===== config.mk =====
export PLATFORM = sky130hd
export DESIGN_NAME = pipe_ctrl
export DESIGN_NICKNAME = d
export VERILOG_FILES = /design/src/rtl/pipe_ctrl.sv
export SDC_FILE = /design/constraint.sdc
export NUM_CORES = 1
export LEC_CHECK = 0
export BUFFER_PORTS_ARGS = -buffer_cell sky130_fd_sc_hd__buf_4
export CORE_UTILIZATION = 36
export DETAILED_ROUTE_END_ITERATION = 7
export GPL_TIMING_DRIVEN = 0
export MAX_ROUTING_LAYER = met4
export PLACE_DENSITY = 0.87
export SETUP_SLACK_MARGIN = 0.1
export SLEW_MARGIN = 10
export SYNTH_ARGS = -nofsm -noshare
export SYNTH_HDL_FRONTEND = slang
export SYNTH_SLANG_ARGS = --single-unit

===== constraint.sdc =====
create_clock -name clk_i -period 2.33 [get_ports clk_i]
set_clock_uncertainty 0.2 [all_clocks]
set_input_delay 0.466 -clock clk_i [delete_from_list [all_inputs] [get_ports clk_i]]
set_output_delay 0.466 -clock clk_i [all_outputs]
set_load 0.02 [all_outputs]

===== src/rtl/pipe_ctrl.sv =====
`default_nettype none
// ============================================================================
// Module      : pipe_ctrl
// Description : Pipeline control unit for the 5-stage Y86-64 core. Detects
//               load/use, ret and mispredict hazards and drives the
//               stall/bubble controls of the F/D/E/M/W pipeline registers.
//               A 4-state FSM (RUN/DRAIN/PAUSED/HALTED) handles the debug
//               pause drain with req/ack handshake and a sticky halt when an
//               exception reaches write-back.
// Optional    : `PIPE_PERF_EN adds saturating performance counters
//               (cycles, F-stall cycles, mispredicted jumps). Without it the
//               counter outputs are tied to zero.
// Ports       : clk_i/rstn_i           clock, async active-low reset
//               D_/E_/M_ icode, d_src, E_dstM, e_cnd, m_stat, W_stat
//                                      hazard-detection inputs
//               dbg_halt_req_i/ack_o   debug pause handshake
//               F/D_stall, D/E/M_bubble, W_stall
//                                      pipeline register controls
//               state_o                0 RUN, 1 DRAIN, 2 PAUSED, 3 HALTED
//               *_cnt_o                performance counters
// Revision    : 1.0 - initial release
// ============================================================================
module pipe_ctrl #(
  parameter int DRAIN_CYC = 3,
  parameter int CNT_W     = 32
) (
  input  logic             clk_i,
  input  logic             rstn_i,
  input  logic [3:0]       D_icode_i,
  input  logic [3:0]       d_srcA_i,
  input  logic [3:0]       d_srcB_i,
  input  logic [3:0]       E_icode_i,
  input  logic [3:0]       E_dstM_i,
  input  logic             e_cnd_i,
  input  logic [3:0]       M_icode_i,
  input  logic [3:0]       m_stat_i,
  input  logic [3:0]       W_stat_i,
  input  logic             dbg_halt_req_i,
  output logic             dbg_halt_ack_o,
  output logic             F_stall_o,
  output logic             D_stall_o,
  output logic             D_bubble_o,
  output logic             E_bubble_o,
  output logic             M_bubble_o,
  output logic             W_stall_o,
  output logic [1:0]       state_o,
  output logic [CNT_W-1:0] cyc_cnt_o,
  output logic [CNT_W-1:0] stall_cnt_o,
  output logic [CNT_W-1:0] mispred_cnt_o
);

  localparam logic [3:0] C_IMRMOVQ = 4'h5;
  localparam logic [3:0] C_IJXX    = 4'h7;
  localparam logic [3:0] C_IRET    = 4'h9;
  localparam logic [3:0] C_IPOPQ   = 4'hB;
  localparam logic [3:0] C_RNONE   = 4'hF;
  localparam logic [3:0] C_SAOK    = 4'h1;

  localparam int               DCNT_W    = $clog2(DRAIN_CYC + 1);
  localparam logic [DCNT_W-1:0] DCNT_LAST = DCNT_W'(DRAIN_CYC - 1);

  typedef enum logic [1:0] {
    S_RUN    = 2'd0,
    S_DRAIN  = 2'd1,
    S_PAUSED = 2'd2,
    S_HALTED = 2'd3
  } state_t;

  state_t            r_state;
  logic [DCNT_W-1:0] r_dcnt;
  logic              r_ack;

  logic w_lu, w_ret, w_mp, w_exm, w_exw;

  // Hazard terms
  assign w_lu  = ((E_icode_i == C_IMRMOVQ) || (E_icode_i == C_IPOPQ)) &&
                 (E_dstM_i != C_RNONE) &&
                 ((E_dstM_i == d_srcA_i) || (E_dstM_i == d_srcB_i));
  assign w_ret = (D_icode_i == C_IRET) || (E_icode_i == C_IRET) ||
                 (M_icode_i == C_IRET);
  assign w_mp  = (E_icode_i == C_IJXX) && !e_cnd_i;
  assign w_exm = (m_stat_i != C_SAOK);
  assign w_exw = (W_stat_i != C_SAOK);

  // Pipeline-register controls, zero latency from state and inputs
  always_comb begin
    F_stall_o  = 1'b0;
    D_stall_o  = 1'b0;
    D_bubble_o = 1'b0;
    E_bubble_o = 1'b0;
    M_bubble_o = 1'b0;
    W_stall_o  = 1'b0;
    case (r_state)
      S_RUN: begin
        F_stall_o  = w_lu | w_ret;
        D_stall_o  = w_lu;
        // A load/use stall holds D, so the ret bubble must wait for it
        D_bubble_o = w_mp | (w_ret & ~w_lu);
        E_bubble_o = w_mp | w_lu;
        M_bubble_o = w_exm | w_exw;
        W_stall_o  = w_exw;
      end
      S_DRAIN: begin
        F_stall_o  = 1'b1;
        D_stall_o  = 1'b1;
        E_bubble_o = 1'b1;
        M_bubble_o = w_exm | w_exw;
        W_stall_o  = w_exw;
      end
      S_PAUSED: begin
        F_stall_o  = 1'b1;
        D_stall_o  = 1'b1;
        E_bubble_o = 1'b1;
      end
      default: begin
        F_stall_o  = 1'b1;
        D_stall_o  = 1'b1;
        E_bubble_o = 1'b1;
        M_bubble_o = 1'b1;
        W_stall_o  = 1'b1;
      end
    endcase
  end

  // Control FSM; an exception in write-back overrides any pause activity
  always_ff @(posedge clk_i or negedge rstn_i) begin
    if (!rstn_i) begin
      r_state <= S_RUN;
      r_dcnt  <= '0;
      r_ack   <= 1'b0;
    end else if (w_exw) begin
      r_state <= S_HALTED;
      r_dcnt  <= '0;
      r_ack   <= 1'b0;
    end else begin
      case (r_state)
        S_RUN: begin
          r_dcnt <= '0;
          // Only start draining once no hazard is redirecting the front end
          if (dbg_halt_req_i && !w_lu && !w_ret && !w_mp) begin
            r_state <= S_DRAIN;
          end
        end
        S_DRAIN: begin
          if (!dbg_halt_req_i) begin
            r_state <= S_RUN;
            r_dcnt  <= '0;
          end else if (r_dcnt == DCNT_LAST) begin
            r_state <= S_PAUSED;
            r_dcnt  <= '0;
            r_ack   <= 1'b1;
          end else begin
            r_dcnt <= r_dcnt + 1'b1;
          end
        end
        S_PAUSED: begin
          if (!dbg_halt_req_i) begin
            r_state <= S_RUN;
            r_ack   <= 1'b0;
          end
        end
        default: begin
          r_state <= S_HALTED;
        end
      endcase
    end
  end

  assign state_o        = r_state;
  assign dbg_halt_ack_o = r_ack;

`ifdef PIPE_PERF_EN
  logic [CNT_W-1:0] r_cyc_cnt, r_stall_cnt, r_mispred_cnt;

  // Saturating counters, frozen once the core has halted
  always_ff @(posedge clk_i or negedge rstn_i) begin
    if (!rstn_i) begin
      r_cyc_cnt     <= '0;
      r_stall_cnt   <= '0;
      r_mispred_cnt <= '0;
    end else if (r_state != S_HALTED) begin
      if (r_cyc_cnt != '1) r_cyc_cnt <= r_cyc_cnt + 1'b1;
      if (F_stall_o && (r_stall_cnt != '1)) r_stall_cnt <= r_stall_cnt + 1'b1;
      if ((r_state == S_RUN) && w_mp && (r_mispred_cnt != '1)) begin
        r_mispred_cnt <= r_mispred_cnt + 1'b1;
      end
    end
  end

  assign cyc_cnt_o     = r_cyc_cnt;
  assign stall_cnt_o   = r_stall_cnt;
  assign mispred_cnt_o = r_mispred_cnt;
`else
  assign cyc_cnt_o     = '0;
  assign stall_cnt_o   = '0;
  assign mispred_cnt_o = '0;
`endif

endmodule
`default_nettype wire


==> results.toml, run 1 <==
[timing]
hold-worst-slack_ps = 365.8
rsz0062_at_grt = "yes"
hold_viol_final = 0
final-max-slew-violation-count = 0
min_period_ps = 2183
finalCritPeriodShare_pct = 93.70
tns_ps = 0
finalSetupViolations = 0
max_freq_ghz = 0.4581

[cts]
cts_tree = "yes"
cts_inserted_buffers = 3
cts_buffer_depth = 2
path_clk_slew_ps = 40
clk_latency_ps = 220
h-tree-depth = 1
cts.sinks = 5
clockRootBuffer = "clkbuf_8"

[place]
gp_congestion = 0.7929
dp_hpwl_mm = 2.587
placed_cell_area_um2 = 2102
io_buffer_count = 44

[layout]
layout.nets = 351
fin_area_um2 = 2178
n_antenna_cell = 0
drive_gt1_share_pct = 50.32
area_delta_synth_final_pct = 60.46
mostFrequentLayoutCells = "buf_4, conb_1, xnor2_1"
num-fill-cells = 304
layout_commonest_cell = "buf_4"

[critical_path]
cp-end-kind = "output pin"
critPathTopFamily = "simple AND/OR/NAND/NOR gates"
critPathMaxFanout = 5
path_cells = "buf_4 > or4b_4 > nor2_2 > a21oi_1 > buf_4"
required_ps = 1660
crit_slowest_cell = "or4b_4"
path_buf_inv = 2
max_stage_delay_ps = 580
path_common_cell = "buf_4"
critical_path_arrival_ps = 1520
crit_type = "primary input to output pin"
cp-start-kind = "primary input"

[detailed_routing]
wl_per_cell_um = 7.750
num_vias = 1215
drc_errors = 0
drtIter0Drc = 6
drtPass1Iterations = 4
postRouteAntennaNets = 0
vias_per_cell = 3.413
drt_wl_total_mm = 2.759

[yosys]
synth_edf_count = 0
ys.flop_type = "dfrtp_1"
synth_cells = 165
synth.avg_cell_area_um2 = 8.228
synth_area_um2 = 1358
ys_async_sr_fraction_pct = 100.0
ys_types = 32
yosys_warnings = 0
seq_area_frac_synth_pct = 9.217
synth-seq-cells = 5

[flow_run]
drv_cap = 0

[global_route]
grt_max_degree = 8
grt_use_total_pct = 12.91
antenna_found_initial = 0
grt_pass1_wl_mm = 4.084
grt_pass1_vias = 1037
overflow = 0

[outcome]
status = "completed"

[die]
rows = 21
core_area_um2 = 3468
die_area_um2 = 4021
start_util_pct = 39.14
die_w_um = 63.41
die_y_um = 63.41
ios = 141

[hold_path]
hp-class = "flop to flop"

[power_and_ir_drop]
leakagePower_uw = 0.001306
irDropWorstVdd_mv = 0.2683
p_per_area_nw_per_um2 = 278.1
-- path summary, 6_finish.rpt --
path	start	to	slack, ps	cells past startpoint
setup / recovery	W_stat_i[1]	M_bubble_o	150	5
hold / removal	dbg_halt_ack_o	dbg_halt_ack_o	370	2
setup reg to reg	state_o[1]	state_o[0]	240	6
hold reg to reg	dbg_halt_ack_o	dbg_halt_ack_o	370	2
max in group asynchronous	rstn_i	state_o[0]	1420	2
min in group asynchronous	rstn_i	dbg_halt_ack_o	400	2
-- sequential cells by signal, summed over array words and instances, names as in the netlist --
signal,count
dbg_halt_ack_o,1
r_dcnt,2
state_o,2
-- layout make-up --
| cell class | instances | area [um^2] | area share (%) |
|---|---|---|---|
| timing repair buffer | 46 | 347.8 | 15.97 |
| sequential | 5 | 125.1 | 5.744 |
| clock buffer | 4 | 45.04 | 2.068 |
| buffer | 96 | 720.7 | 33.08 |
| multi-input combinational | 155 | 867.1 | 39.80 |
| tap | 46 | 57.56 | 2.642 |
| inverter | 4 | 15.01 | 0.6893 |
-- stage by stage --
step / utilization (%) / std cells / power [uW] / setup WS [ps]
after floorplan: - / 260 / 375.5 / 309.7
after global placement: 60.61 / 350 / 433.2 / 40.82
after detailed placement: 60.61 / 350 / 435.2 / 34.59
after CTS: 62.30 / 355 / 600.5 / 107.6
after global routing: 62.81 / 356 / 634.8 / 84.55
final: 62.81 / 356 / 605.7 / 146.9
-- worst reg2reg max path, cell delays in order (launching register included) --
cell and delay, ps:
dfrtp_1 420, inv_1 120, ha_1 280, a21oi_1 160, nor2_1 70, a311oi_2 350
mux2_1 360
-- metal layers --
layer / part of all wire (%) / GRT usage (%)
met4: 1.4 / 3.409
met5: 0 / -
met2: 58 / 26.20
met3: 10 / 2.899
met1: 31 / 11.69
-- synthesized netlist by cell type (2+ instances only) --
library cell,n,share of area (%)
a21oi_1,5,1.8
and4bb_1,2,1.8
buf_4,96,53
dfrtp_1,5,9.2
ha_1,4,3.7
inv_1,4,1.1
nand2_1,6,1.7
nand4_1,3,1.4
nor2_1,5,1.4
nor3b_1,4,2.2
o21ai_0,3,1.1
xnor2_1,8,5.2
-- repair_timing --
item	4_1_cts	5_1_grt
setup buffers	0	1
hold endpoints to repair	5	0
hold buffers	1	0
gates resized for setup	1	3
endpoints found under the setup margin	2	6
pin swaps	0	1
-- logic make-up (layout without fill, tap and decap cells) --
family,after synthesis,in the layout,share of synthesized area (%)
buffers and inverters,100,150,54.19
other,1,96,0.2762
muxes,2,2,1.567
DFF,5,5,9.217
xor gates and xnor gates,8,8,5.161
AOI/OAI and AO/OA,13,13,6.635
and+or+nand+nor,32,32,19.26
adders and majority gates,4,4,3.687
-- power by group --
group / switching (uW) / total, uW / internal (uW)
Sequential: 0 / 87.4 / 87.4
Clock: 43.2 / 161 / 117
Combinational: 190 / 358 / 168
Total: 233 / 606 / 373
No activity file was read; power rests on OpenSTA's default activity.
==> run 2, diff against run 1 <==
- RECOVER_POWER: unset -> 25
- clock period: 2.33 -> 2.2 ns (I/O delays scaled with it)
==> results.toml, run 2 (synthesis gave the netlist of run 1 again) <==
[die]
core_area_um2 = 3468
start_util_pct = 39.14
rows = 21
die_w_um = 63.41
ios = 141
die_y_um = 63.41
die_area_um2 = 4021

[timing]
rsz0062_at_grt = "yes"
finalSetupViolations = 0
min_period_ps = 2189
finalCritPeriodShare_pct = 99.48
final-max-slew-violation-count = 0
hold_viol_final = 0
max_freq_ghz = 0.4569
hold-worst-slack_ps = 343.3

[power_and_ir_drop]
p_seq_share_pct = 14.1
irDropWorstVdd_mv = 0.2848
clockPowerShare_pct = 25.9
totalPowerFinal_uw = 656.4
p_per_area_nw_per_um2 = 290.5
p_int_uw = 403.4
comb_power_share_pct = 60.0
p_switching_uw = 253.0
leakagePower_uw = 0.001352
p_sw_share_pct = 38.54

[layout]
finish.utilization_pct = 65.15
layout_commonest_cell = "buf_4"
seq_area_um2 = 126.4
fin_area_um2 = 2260
mostFrequentLayoutCells = "buf_4, conb_1, xnor2_2"
n_antenna_cell = 0
area_delta_synth_final_pct = 66.45
num-fill-cells = 297
stdcell_count = 357
layout.nets = 352
drive_gt1_share_pct = 53.05
multi_input_area_um2 = 928.4

[global_route]
grt_pass1_wl_mm = 4.174
grt_max_degree = 8
grt_use_total_pct = 13.22
grt_pass1_vias = 1056
antenna_found_initial = 0
overflow = 0

[hold_path]
hp-class = "primary input to flop"

[critical_path]
crit_type = "primary input to output pin"
critical_path_arrival_ps = 1550
critPathMaxFanout = 3
cp-end-kind = "output pin"
cp-start-kind = "primary input"
required_ps = 1560

[cts]
path_clk_slew_ps = 40
h-tree-depth = 1
cts_inserted_buffers = 3
cts.sinks = 5
cts_tree = "yes"
clk_latency_ps = 220
cts_buffer_depth = 2
clockRootBuffer = "clkbuf_8"

[flow_run]
drv_cap = 0

[place]
placed_cell_area_um2 = 2102
placedCellCount = 350
dp_hpwl_mm = 2.587
gp_congestion = 0.7929
io_buffer_count = 44

[outcome]
status = "completed"

[detailed_routing]
num_vias = 1236
drtIter0Drc = 15
wl_per_cell_um = 8.339
drc_errors = 0
vias_per_cell = 3.462
drtPass1Iterations = 4
postRouteAntennaNets = 0
drt_wl_total_mm = 2.977
## run 2: power groups by stage
stage	clock network, uW	logic, uW	registers, uW
2_1_floorplan	0	304	93.7
3_3_place_gp	0	365	93.6
3_5_place_dp	0	367	93.6
4_1_cts	174	371	92.5
5_1_grt	176	418	92.5
6_report	170	394	92.5
## run 2: repair_timing
action / in CTS / in global routing
pin swaps: 1 / 16
hold endpoints to repair: 5 / 0
setup endpoints to repair: 6 / 7
gates cloned: 0 / 0
gates resized for setup: 6 / 13
hold buffers: 1 / 0
buffers inserted: 1 / 1
## run 2: cell type report
| cell class | instances | share of cell area (%) |
|---|---|---|
| clock buffer | 4 | 1.993 |
| multi-input combinational | 155 | 41.09 |
| buffer | 96 | 31.89 |
| inverter | 4 | 0.6645 |
| sequential | 5 | 5.592 |
| tap | 46 | 2.547 |
| timing repair buffer | 47 | 16.22 |
## run 2: worst max-delay path: stages
cell	delay, ps
buf_4	130
xnor2_1	180
nand4_1	140
a21oi_2	220
and2b_1	230
nand2_1	80
buf_6	120
## run 2: final timing paths
| check | start | endpoint | slack (ps) | depth (start not counted) |
|---|---|---|---|---|
| max | E_dstM_i[2] | E_bubble_o | 10 | 7 |
| min | W_stat_i[3] | dbg_halt_ack_o | 340 | 3 |
| max reg2reg | state_o[1] | state_o[0] | 230 | 6 |
| min reg2reg | dbg_halt_ack_o | dbg_halt_ack_o | 370 | 2 |
| max in group asynchronous | rstn_i | state_o[1] | 1110 | 2 |
| min in group asynchronous | rstn_i | dbg_halt_ack_o | 430 | 2 |
## run 2: per-layer routing
metal / vias up / wire, um / track usage [%]
met2: 79 / 1721 / 26.99
li1: 639 / - / -
met1: 512 / 889 / 11.91
met5: - / 0 / -
met4: 0 / 69 / 3.409
met3: 6 / 297 / 2.899
## run 2: through the flow
stage | setup slack, ps | TNS [ps]
global placement | -37.18 | -40.65
global route | -46.95 | -109.8
CTS | 73.15 | 0
floorplan | 197.0 | 0
finish | 11.42 | 0
detailed placement | -43.41 | -50.01
